## src/rtl/multicycle_ctrl_if.sv

```systemverilog
// Control/status bundle between the multi-cycle RV32I sequencer and its datapath.
// master = sequencer side, slave = datapath/memory side.
interface multicycle_ctrl_if;
  logic [6:0] opcode;
  logic [2:0] funct3;
  logic       funct7_5;
  logic       zero;
  logic       lt;
  logic       ltu;
  logic       mem_ready;
  logic [1:0] ALU_src1_sel;
  logic [1:0] ALU_src2_sel;
  logic [3:0] ALU_ctrl;
  logic [2:0] imm_src;
  logic       adr_src;
  logic       mem_req;
  logic       mem_we;
  logic       ir_write;
  logic       pc_write;
  logic       pc_src;
  logic [1:0] result_src;
  logic       reg_write;
  logic       halted;

  modport master (
    input  opcode, funct3, funct7_5, zero, lt, ltu, mem_ready,
    output ALU_src1_sel, ALU_src2_sel, ALU_ctrl, imm_src, adr_src, mem_req, mem_we,
           ir_write, pc_write, pc_src, result_src, reg_write, halted
  );

  modport slave (
    output opcode, funct3, funct7_5, zero, lt, ltu, mem_ready,
    input  ALU_src1_sel, ALU_src2_sel, ALU_ctrl, imm_src, adr_src, mem_req, mem_we,
           ir_write, pc_write, pc_src, result_src, reg_write, halted
  );
endinterface

```

## src/rtl/multicycle_ctrl.sv

```systemverilog
// Main sequencer of the multi-cycle RV32I core; Mealy outputs, 3-5 cycles per instruction.
// Memory backpressure: FETCH/MEMREAD/MEMWRITE hold with mem_req asserted until mem_ready.
module multicycle_ctrl (
  input  logic              clk,
  input  logic              rst_n,
  multicycle_ctrl_if.master bus
);

  typedef enum logic [3:0] {
    S_FETCH, S_DECODE, S_MEMADR, S_MEMREAD, S_MEMWB, S_MEMWRITE, S_EXECR, S_EXECI,
    S_ALUWB, S_BRANCH, S_JAL, S_JALR_ADR, S_JALR_WB, S_LUI, S_AUIPC, S_HALT
  } state_t;

  localparam logic [6:0] OP_LOAD   = 7'b0000011;
  localparam logic [6:0] OP_STORE  = 7'b0100011;
  localparam logic [6:0] OP_RTYPE  = 7'b0110011;
  localparam logic [6:0] OP_ITYPE  = 7'b0010011;
  localparam logic [6:0] OP_BRANCH = 7'b1100011;
  localparam logic [6:0] OP_JAL    = 7'b1101111;
  localparam logic [6:0] OP_JALR   = 7'b1100111;
  localparam logic [6:0] OP_LUI    = 7'b0110111;
  localparam logic [6:0] OP_AUIPC  = 7'b0010111;

  localparam logic [3:0] ALU_ADD = 4'd0, ALU_SUB = 4'd1, ALU_AND = 4'd2, ALU_OR = 4'd3,
                         ALU_XOR = 4'd4, ALU_SLL = 4'd5, ALU_SRL = 4'd6, ALU_SRA = 4'd7,
                         ALU_SLT = 4'd8, ALU_SLTU = 4'd9, ALU_PASS_B = 4'd10;

  localparam logic [1:0] SRC1_PC = 2'd0, SRC1_PC_OLD = 2'd1, SRC1_RS1 = 2'd2;
  localparam logic [1:0] SRC2_RS2 = 2'd0, SRC2_IMM = 2'd1, SRC2_FOUR = 2'd2;
  localparam logic [2:0] IMM_I = 3'd0, IMM_S = 3'd1, IMM_B = 3'd2, IMM_U = 3'd3, IMM_J = 3'd4;

  state_t state, next_state;

  logic [1:0] src1, src2, res;
  logic [3:0] alu;
  logic [2:0] imm;
  logic       adr, req, we, irw, pcw, pcs, rw, hlt;

  // alt only distinguishes SUB and SRA; immediate ops pass alt = 0 for funct3 000.
  function automatic logic [3:0] alu_dec(input logic [2:0] f3, input logic alt);
    logic [3:0] op;
    case (f3)
      3'b000:  op = alt ? ALU_SUB : ALU_ADD;
      3'b001:  op = ALU_SLL;
      3'b010:  op = ALU_SLT;
      3'b011:  op = ALU_SLTU;
      3'b100:  op = ALU_XOR;
      3'b101:  op = alt ? ALU_SRA : ALU_SRL;
      3'b110:  op = ALU_OR;
      default: op = ALU_AND;
    endcase
    return op;
  endfunction

  function automatic logic br_taken(input logic [2:0] f3, input logic z, input logic l,
                                    input logic lu);
    logic t;
    case (f3)
      3'b000:  t = z;
      3'b001:  t = !z;
      3'b100:  t = l;
      3'b101:  t = !l;
      3'b110:  t = lu;
      3'b111:  t = !lu;
      default: t = 1'b0;
    endcase
    return t;
  endfunction

  always_ff @(posedge clk or negedge rst_n) begin
    if (!rst_n) state <= S_FETCH;
    else        state <= next_state;
  end

  always_comb begin
    next_state = state;
    src1 = SRC1_PC;
    src2 = SRC2_RS2;
    alu  = ALU_ADD;
    imm  = IMM_I;
    adr  = 1'b0;
    req  = 1'b0;
    we   = 1'b0;
    irw  = 1'b0;
    pcw  = 1'b0;
    pcs  = 1'b0;
    res  = 2'd0;
    rw   = 1'b0;
    hlt  = 1'b0;
    case (state)
      S_FETCH: begin
        req = 1'b1;
        if (bus.mem_ready) begin
          irw  = 1'b1;
          pcw  = 1'b1;
          src2 = SRC2_FOUR;
          next_state = S_DECODE;
        end
      end
      S_DECODE: begin
        // Precompute PC_old + imm so ALUOut carries the branch/JAL target.
        src1 = SRC1_PC_OLD;
        src2 = SRC2_IMM;
        if (bus.opcode == OP_BRANCH)   imm = IMM_B;
        else if (bus.opcode == OP_JAL) imm = IMM_J;
        case (bus.opcode)
          OP_LOAD, OP_STORE: next_state = S_MEMADR;
          OP_RTYPE:          next_state = S_EXECR;
          OP_ITYPE:          next_state = S_EXECI;
          OP_BRANCH:         next_state = S_BRANCH;
          OP_JAL:            next_state = S_JAL;
          OP_JALR:           next_state = S_JALR_ADR;
          OP_LUI:            next_state = S_LUI;
          OP_AUIPC:          next_state = S_AUIPC;
          default:           next_state = S_HALT;
        endcase
      end
      S_MEMADR: begin
        src1 = SRC1_RS1;
        src2 = SRC2_IMM;
        imm  = (bus.opcode == OP_STORE) ? IMM_S : IMM_I;
        next_state = (bus.opcode == OP_STORE) ? S_MEMWRITE : S_MEMREAD;
      end
      S_MEMREAD: begin
        adr = 1'b1;
        req = 1'b1;
        if (bus.mem_ready) next_state = S_MEMWB;
      end
      S_MEMWB: begin
        res = 2'd1;
        rw  = 1'b1;
        next_state = S_FETCH;
      end
      S_MEMWRITE: begin
        adr = 1'b1;
        req = 1'b1;
        we  = 1'b1;
        if (bus.mem_ready) next_state = S_FETCH;
      end
      S_EXECR: begin
        src1 = SRC1_RS1;
        src2 = SRC2_RS2;
        alu  = alu_dec(bus.funct3, bus.funct7_5);
        next_state = S_ALUWB;
      end
      S_EXECI: begin
        src1 = SRC1_RS1;
        src2 = SRC2_IMM;
        imm  = IMM_I;
        alu  = alu_dec(bus.funct3, bus.funct7_5 && (bus.funct3 != 3'b000));
        next_state = S_ALUWB;
      end
      S_ALUWB: begin
        res = 2'd0;
        rw  = 1'b1;
        next_state = S_FETCH;
      end
      S_BRANCH: begin
        src1 = SRC1_RS1;
        src2 = SRC2_RS2;
        alu  = ALU_SUB;
        pcs  = 1'b1;
        pcw  = br_taken(bus.funct3, bus.zero, bus.lt, bus.ltu);
        next_state = S_FETCH;
      end
      S_JAL, S_JALR_WB: begin
        src1 = SRC1_PC_OLD;
        src2 = SRC2_FOUR;
        pcw  = 1'b1;
        pcs  = 1'b1;
        res  = 2'd2;
        rw   = 1'b1;
        next_state = S_FETCH;
      end
      S_JALR_ADR: begin
        src1 = SRC1_RS1;
        src2 = SRC2_IMM;
        imm  = IMM_I;
        next_state = S_JALR_WB;
      end
      S_LUI: begin
        src2 = SRC2_IMM;
        imm  = IMM_U;
        alu  = ALU_PASS_B;
        next_state = S_ALUWB;
      end
      S_AUIPC: begin
        src1 = SRC1_PC_OLD;
        src2 = SRC2_IMM;
        imm  = IMM_U;
        next_state = S_ALUWB;
      end
      S_HALT: begin
        hlt = 1'b1;
      end
      default: next_state = S_FETCH;
    endcase
  end

  assign bus.ALU_src1_sel = src1;
  assign bus.ALU_src2_sel = src2;
  assign bus.ALU_ctrl     = alu;
  assign bus.imm_src      = imm;
  assign bus.adr_src      = adr;
  assign bus.pc_src       = pcs;
  assign bus.result_src   = res;
  // Strobes are held off while reset is asserted so nothing fires during reset.
  assign bus.mem_req      = req & rst_n;
  assign bus.mem_we       = we  & rst_n;
  assign bus.ir_write     = irw & rst_n;
  assign bus.pc_write     = pcw & rst_n;
  assign bus.reg_write    = rw  & rst_n;
  assign bus.halted       = hlt & rst_n;

endmodule
```

## src/flat_wrapper.sv

```systemverilog
// flat-port wrapper written by rule: the top's interface ports become plain ports
module multicycle_ctrl_flat 
  (clk, rst_n, bus_opcode, bus_funct3, bus_funct7_5, bus_zero, bus_lt, bus_ltu, bus_mem_ready, bus_ALU_src1_sel, bus_ALU_src2_sel, bus_ALU_ctrl, bus_imm_src, bus_adr_src, bus_mem_req, bus_mem_we, bus_ir_write, bus_pc_write, bus_pc_src, bus_result_src, bus_reg_write, bus_halted);
  multicycle_ctrl_if bus_i ();
  input  logic clk;
  input  logic rst_n;
  input wire logic [$bits(bus_i.opcode)-1:0] bus_opcode;
  input wire logic [$bits(bus_i.funct3)-1:0] bus_funct3;
  input wire logic [$bits(bus_i.funct7_5)-1:0] bus_funct7_5;
  input wire logic [$bits(bus_i.zero)-1:0] bus_zero;
  input wire logic [$bits(bus_i.lt)-1:0] bus_lt;
  input wire logic [$bits(bus_i.ltu)-1:0] bus_ltu;
  input wire logic [$bits(bus_i.mem_ready)-1:0] bus_mem_ready;
  output wire logic [$bits(bus_i.ALU_src1_sel)-1:0] bus_ALU_src1_sel;
  output wire logic [$bits(bus_i.ALU_src2_sel)-1:0] bus_ALU_src2_sel;
  output wire logic [$bits(bus_i.ALU_ctrl)-1:0] bus_ALU_ctrl;
  output wire logic [$bits(bus_i.imm_src)-1:0] bus_imm_src;
  output wire logic [$bits(bus_i.adr_src)-1:0] bus_adr_src;
  output wire logic [$bits(bus_i.mem_req)-1:0] bus_mem_req;
  output wire logic [$bits(bus_i.mem_we)-1:0] bus_mem_we;
  output wire logic [$bits(bus_i.ir_write)-1:0] bus_ir_write;
  output wire logic [$bits(bus_i.pc_write)-1:0] bus_pc_write;
  output wire logic [$bits(bus_i.pc_src)-1:0] bus_pc_src;
  output wire logic [$bits(bus_i.result_src)-1:0] bus_result_src;
  output wire logic [$bits(bus_i.reg_write)-1:0] bus_reg_write;
  output wire logic [$bits(bus_i.halted)-1:0] bus_halted;
  assign bus_i.opcode = bus_opcode;
  assign bus_i.funct3 = bus_funct3;
  assign bus_i.funct7_5 = bus_funct7_5;
  assign bus_i.zero = bus_zero;
  assign bus_i.lt = bus_lt;
  assign bus_i.ltu = bus_ltu;
  assign bus_i.mem_ready = bus_mem_ready;
  assign bus_ALU_src1_sel = bus_i.ALU_src1_sel;
  assign bus_ALU_src2_sel = bus_i.ALU_src2_sel;
  assign bus_ALU_ctrl = bus_i.ALU_ctrl;
  assign bus_imm_src = bus_i.imm_src;
  assign bus_adr_src = bus_i.adr_src;
  assign bus_mem_req = bus_i.mem_req;
  assign bus_mem_we = bus_i.mem_we;
  assign bus_ir_write = bus_i.ir_write;
  assign bus_pc_write = bus_i.pc_write;
  assign bus_pc_src = bus_i.pc_src;
  assign bus_result_src = bus_i.result_src;
  assign bus_reg_write = bus_i.reg_write;
  assign bus_halted = bus_i.halted;
  multicycle_ctrl u_core (.clk(clk), .rst_n(rst_n), .bus(bus_i));
endmodule
```

## config.mk

```make
export PLATFORM = sky130hd
export DESIGN_NAME = multicycle_ctrl_flat
export DESIGN_NICKNAME = d
export VERILOG_FILES = /design/src/rtl/multicycle_ctrl_if.sv /design/src/rtl/multicycle_ctrl.sv /design/src/flat_wrapper.sv
export SDC_FILE = /design/constraint.sdc
export NUM_CORES = 1
export LEC_CHECK = 0
export BUFFER_PORTS_ARGS = -buffer_cell sky130_fd_sc_hd__clkbuf_2
export CAP_MARGIN = 5
export CORE_MARGIN = 2
export CORE_UTILIZATION = 43
export CTS_CLUSTER_DIAMETER = 100
export CTS_CLUSTER_SIZE = 14
export DETAILED_ROUTE_END_ITERATION = 10
export MAX_ROUTING_LAYER = met4
export PLACE_DENSITY_LB_ADDON = 0.2
export SLEW_MARGIN = 20
export SYNTH_ARGS = -nofsm -noshare
export SYNTH_HDL_FRONTEND = slang
export SYNTH_SLANG_ARGS = --single-unit
```

## constraint.sdc

```tcl
create_clock -name clk -period 1.5 [get_ports clk]
set_input_delay 0.225 -clock clk [delete_from_list [all_inputs] [get_ports clk]]
set_output_delay 0.225 -clock clk [all_outputs]
set_load 0.005 [all_outputs]
```

* Word level (Yosys, flattened, before mapping)
Cells that the tools add are included.
** Word-level totals
- Output and inout port bits :: 21
- Input port bits :: 17
- Register bits :: 4
** Operators by class
- Multiplexer cells :: 31
- Bitwise operators :: 6
- Reductions and logical operators :: 21
- Eq/ne operators :: 34
** Operators with widths (count)
- 4-bit one-hot mux with 8 select lines :: 2
- 4-bit one-hot mux with 7 select lines :: 2
- 4-bit == test (second input constant) :: 8
- 7-bit by 6-bit == test with 1-bit output (second input constant) :: 3
- 7-bit == test (second input constant) :: 3
- 4-bit by 3-bit == test with 1-bit output (second input constant) :: 4
- 4-bit one-hot mux with 4 select lines :: 1
- 7-bit by 5-bit == test with 1-bit output (second input constant) :: 2
- 1-bit two-way mux :: 13
- 3-bit == test (second input constant) :: 4
- 4-bit two-way mux :: 3
- 4-bit OR reduction :: 3
- 5-bit OR reduction :: 2
- 3-bit two-way mux :: 3
- 3-bit one-hot mux with 3 select lines :: 1
- 4-bit by 2-bit == test with 1-bit output (second input constant) :: 2
- 2-bit one-hot mux with 2 select lines :: 2
- 8-bit nonzero test :: 1
- 2-bit OR reduction :: 4
- 7-bit by 2-bit == test with 1-bit output (second input constant) :: 1
- 1-bit bitwise AND :: 6
- 3-bit by 2-bit == test with 1-bit output (second input constant) :: 2
- 2-bit inequality test (second input constant) :: 3
- 1-bit one-hot mux with 6 select lines :: 1
- 13 further kinds :: 16

* Depth between registers and ports, before layout
- Depth after elaboration :: 5
- Depth in mapped cells :: 6
- Gate-level depth less buffers :: 4

* Least setup slack after synthesis
OpenSTA, ideal clock, no wires.
- Path type :: register to output
- From :: reg u_core.state[3]
- To :: out bus_pc_write
- Required time :: 1.275 ns
- Arrival :: 1.348 ns
- Cell stages (with the launch flop) :: 6
- Slack :: -0.073 ns
- Path through :: dfrtp_1 buf_6 or3b_1 a221oi_2 a31oi_1 nor2b_1
** On the way
- Longest elaborated chain between the ends :: 4
** Ends and longest elaborated chain
- start, declared :: line multicycle_ctrl.sv:32 : state_t state, next_state;
- start signal, assigned :: line multicycle_ctrl.sv:72 : else state <= next_state;
- 4-bit == test :: line multicycle_ctrl.sv:90 : case (state)
- 2-bit OR reduction
- 1-bit one-hot mux with 3 select lines * :: line multicycle_ctrl.sv:90
- 1-bit bitwise AND * :: line multicycle_ctrl.sv:211 : assign bus.pc_write = pcw & rst_n;
- end, declared :: line flat_wrapper.sv:22 : output wire logic [$bits(bus_i.pc_write)-1:0] bus_pc_write;
Every way passes the cells marked *; elsewhere a longest branch is shown, timed or not.

* Worst setup path in the final report
Ends and elaborated chain as after synthesis.

==> out/results.tsv <==
stage	metric	value	unit
yosys	synth.avg_cell_area	7.28	um2
worst_setup_path	r2r.worst_path.cells	7	
finish	stdcell_area	1790	um2
finish	final_nets	216	
sta	fin_ws	-440	ps
worst_setup_path	r2r-start	u_core.state[2]	
finish	antenna_cells	0	
floorplan	die_h	49.5	um
clock_network	cts_buffer_depth	2	
global_route	grt_pass1_wl	5250	um
yosys	ys_seq_area_share	11.3	%
sta	finalCritPeriodShare	129	%
route	dr.pass1.iters	5	
worst_setup_path	crit_path_end_kind	output port	
clock_network	cts_tree	built	
sta	max_freq	515	MHz
floorplan	die_area	2450	um2
global_route	grt_max_degree	14	
worst_setup_path	worst-path-buf-inv	1	
power_and_ir_drop	leakage	0.796	nW
sta	hold_violations	0	
floorplan	coreArea	1960	um2
clock_network	cts_made_buffers	3	
sta	slew_headroom	78.8	%
worst_setup_path	cpMaxStageDelayCell	dfrtp_2	
outcome	status	finished, violations left	
worst_setup_path	reg2reg_to	u_core.state[2]	
floorplan	num_rows	16	
clock_network	cts_root_buf	clkbuf_4	
global_route	grt.overflow.total	0	
worst_setup_path	path_cells	or3b_4 > a221oi_4 > a31oi_1 > nor2b_1 > buf_2	
global_route	antenna_found_initial	0	
worst_setup_path	slowest_delay	440	ps
finish	multi_input_area	967	um2
place	placed_area	1210	um2
yosys	yosysTopAreaCellShare	11.3	%
place	place_congestion	0.842	
yosys	yosys.area.top_type	dfrtp_1	
sta	finalMaxSlewViolations	0	
finish	layout_commonest_cell	buf_4	
floorplan	die_w	49.5	um
yosys	netlist_area	888	um2
route	drc	0	
worst_setup_path	cp.required	1270	ps
worst_hold_path	worstHoldEndpoint	u_core.state[1]	
clock_network	clock_sinks	4	
worst_setup_path	reg2reg_setup_slack	-220	ps
clock_network	htreeDepth	1	
yosys	syn_inst	122	
place	port_buffers	37	
clock_network	clock_insertion_delay_worst_skew	240	ps
worst_setup_path	crit_type	flop to output port	
floorplan	initial_core_util	45.3	%
power_and_ir_drop	peakVddDrop	1.37	mV
finish	final_cell_mix	25 x buf_4, 21 x clkbuf_2, 16 x buf_6	
route	vias	1402	
yosys	syn_nets	139	
route	avgRoutedWirePerCell	20.9	um
global_route	grt_pass1_vias	1185	
sta	tns	-5100	ps
sta	whs	446	ps
yosys	ys_warn_count	0	
sta	final-setup-viol-count	23	
worst_setup_path	cp_max_fo	4	
sta	rsz0062_at_grt	true	
finish	regArea	105	um2
power_and_ir_drop	power-per-cell-area	2060	nW/um2
route	drt_iter0_drc	55	
outcome	violations	negative setup slack	
yosys	synth_enable_flop_cells	0	
worst_hold_path	hp-start	bus_opcode[3]	
route	antenna_left	0	
route	wirelength	4680	um
sta	layout_min_cycle_time	1940	ps
run	maxCapViolCount	0	
yosys	synth.distinct_cells	44	
finish	fill_cells	83	
finish	drive_gt1_share	70.6	%
floorplan	io_pins	38	
worst_hold_path	worst_hold_path_type	primary input to flop	
sta	worst_slew_pin_slew	314	ps
finish	biggestRegsByFlops	u_core.state: 4 flops	
worst_setup_path	crit_path_start_kind	flop	
yosys	ys_ff_latch	4	
finish	area_growth	102	%
worst_hold_path	hold_depth	3	
finish	top_register	u_core.state	
place	place_hpwl	2120	um
global_route	gr-usage-all-layers	27.8	%
sta	clock_skew	5.85	ps
yosys	synth_flop_cell	dfrtp_1	
worst_setup_path	cp.arrival	1720	ps
worst_setup_path	path_delay_family	simple AND/OR/NAND/NOR gates	
clock_network	cts.reportedPaths.clkPinSlew	40	ps
yosys	async_flop_share	100	%
finish	largest_reg_flops	4	
yosys	synth_area_leaders	dfrtp_1 11%, nand2_1 5.5%, buf_6 5.1%	
route	vias_per_cell	6.26	
## kinds of logic (layout without fill, tap and decap cells)
family | Yosys count | in the layout | share of synthesized area, %
multiplexers | 3 | 3 | 3.80
flip-flops | 4 | 4 | 11.3
buffers and inverters | 14 | 89 | 11.8
AO/OA/AOI/OAI | 37 | 37 | 30.7
AND/OR/NAND/NOR | 61 | 61 | 39.4
XOR/XNOR | 3 | 3 | 2.96
## through the flow
stage | setup WS, ps | util (%) | power (W) | cells
2_1_floorplan | -67.3 | - | 0.00126 | 122
3_3_place_gp | -61.1 | 61.7 | 0.00181 | 200
3_5_place_dp | -146 | 61.7 | 0.00186 | 200
4_1_cts | -368 | 75.7 | 0.00260 | 212
5_1_grt | -487 | 91.5 | 0.00383 | 224
6_report | -440 | 91.5 | 0.00369 | 224
## worst register-to-register path, delay by kind of cell, from the launching register on
kind	cells	cell delay (ps)
mux	1	270
simple gates	1	280
compound gates	2	180
buf+inv	3	420
flops	1	450
## area by class of cell
| type | instances | area share (%) |
|---|---|---|
| inverters | 4 | 1.26 |
| clock buffers | 3 | 1.26 |
| multi-input cells | 104 | 53.9 |
| repair buffers | 82 | 35.8 |
| well taps | 27 | 1.88 |
| flip-flops and latches | 4 | 5.86 |
## how the worst max path moves through the flow
stage	startpoint	to	slack [ps]	cells after the start
5_1_grt	u_core.state[3]	bus_pc_write	-490	5
3_5_place_dp	u_core.state[2]	bus_pc_write	-150	5
3_3_place_gp	u_core.state[2]	bus_pc_write	-60	5
6_report	u_core.state[3]	bus_pc_write	-440	5
2_1_floorplan	u_core.state[3]	bus_pc_write	-70	5
4_1_cts	u_core.state[2]	bus_pc_write	-370	5
## cells in the mapped netlist, types with 2 or more instances
cell type	instances
clkbuf_1	2
and2b_2	2
a31oi_1	4
a21oi_1	8
buf_2	2
nand2b_1	7
nor3b_1	2
o32ai_1	2
clkbuf_8	2
or3_1	2
o2111ai_1	2
nand3_1	3
nor2_1	8
xnor2_1	3
o22ai_1	3
nor2b_1	3
inv_1	3
dfrtp_1	4
nor4b_1	2
o21ai_0	8
and3_1	4
buf_6	4
and2_1	2
nand2_1	13
nor3_1	6
mux2_2	3
## report_power, final
group / switching [W] / internal, W / total, W
sequential: 0.000102 / 0.000171 / 0.000273
combinational: 0.00153 / 0.00175 / 0.00328
clock: 0.0000507 / 0.0000900 / 0.000141
total: 0.00169 / 0.00201 / 0.00369
## metal layers
metal	part of all wire, %	GRT usage, %
met5	0	-
met4	4.8	9.26
met3	6.6	3.94
met2	50	51.8
met1	38	30.1
## what timing repair did
item,CTS,global route
pin swaps,11,19
setup buffers,8,15
hold buffers,1,0
resized for setup,48,60
cloned,0,1
setup endpoints to repair,21,25
endpoints found under the hold margin,4,0
(Power assumes the default switching activity.)
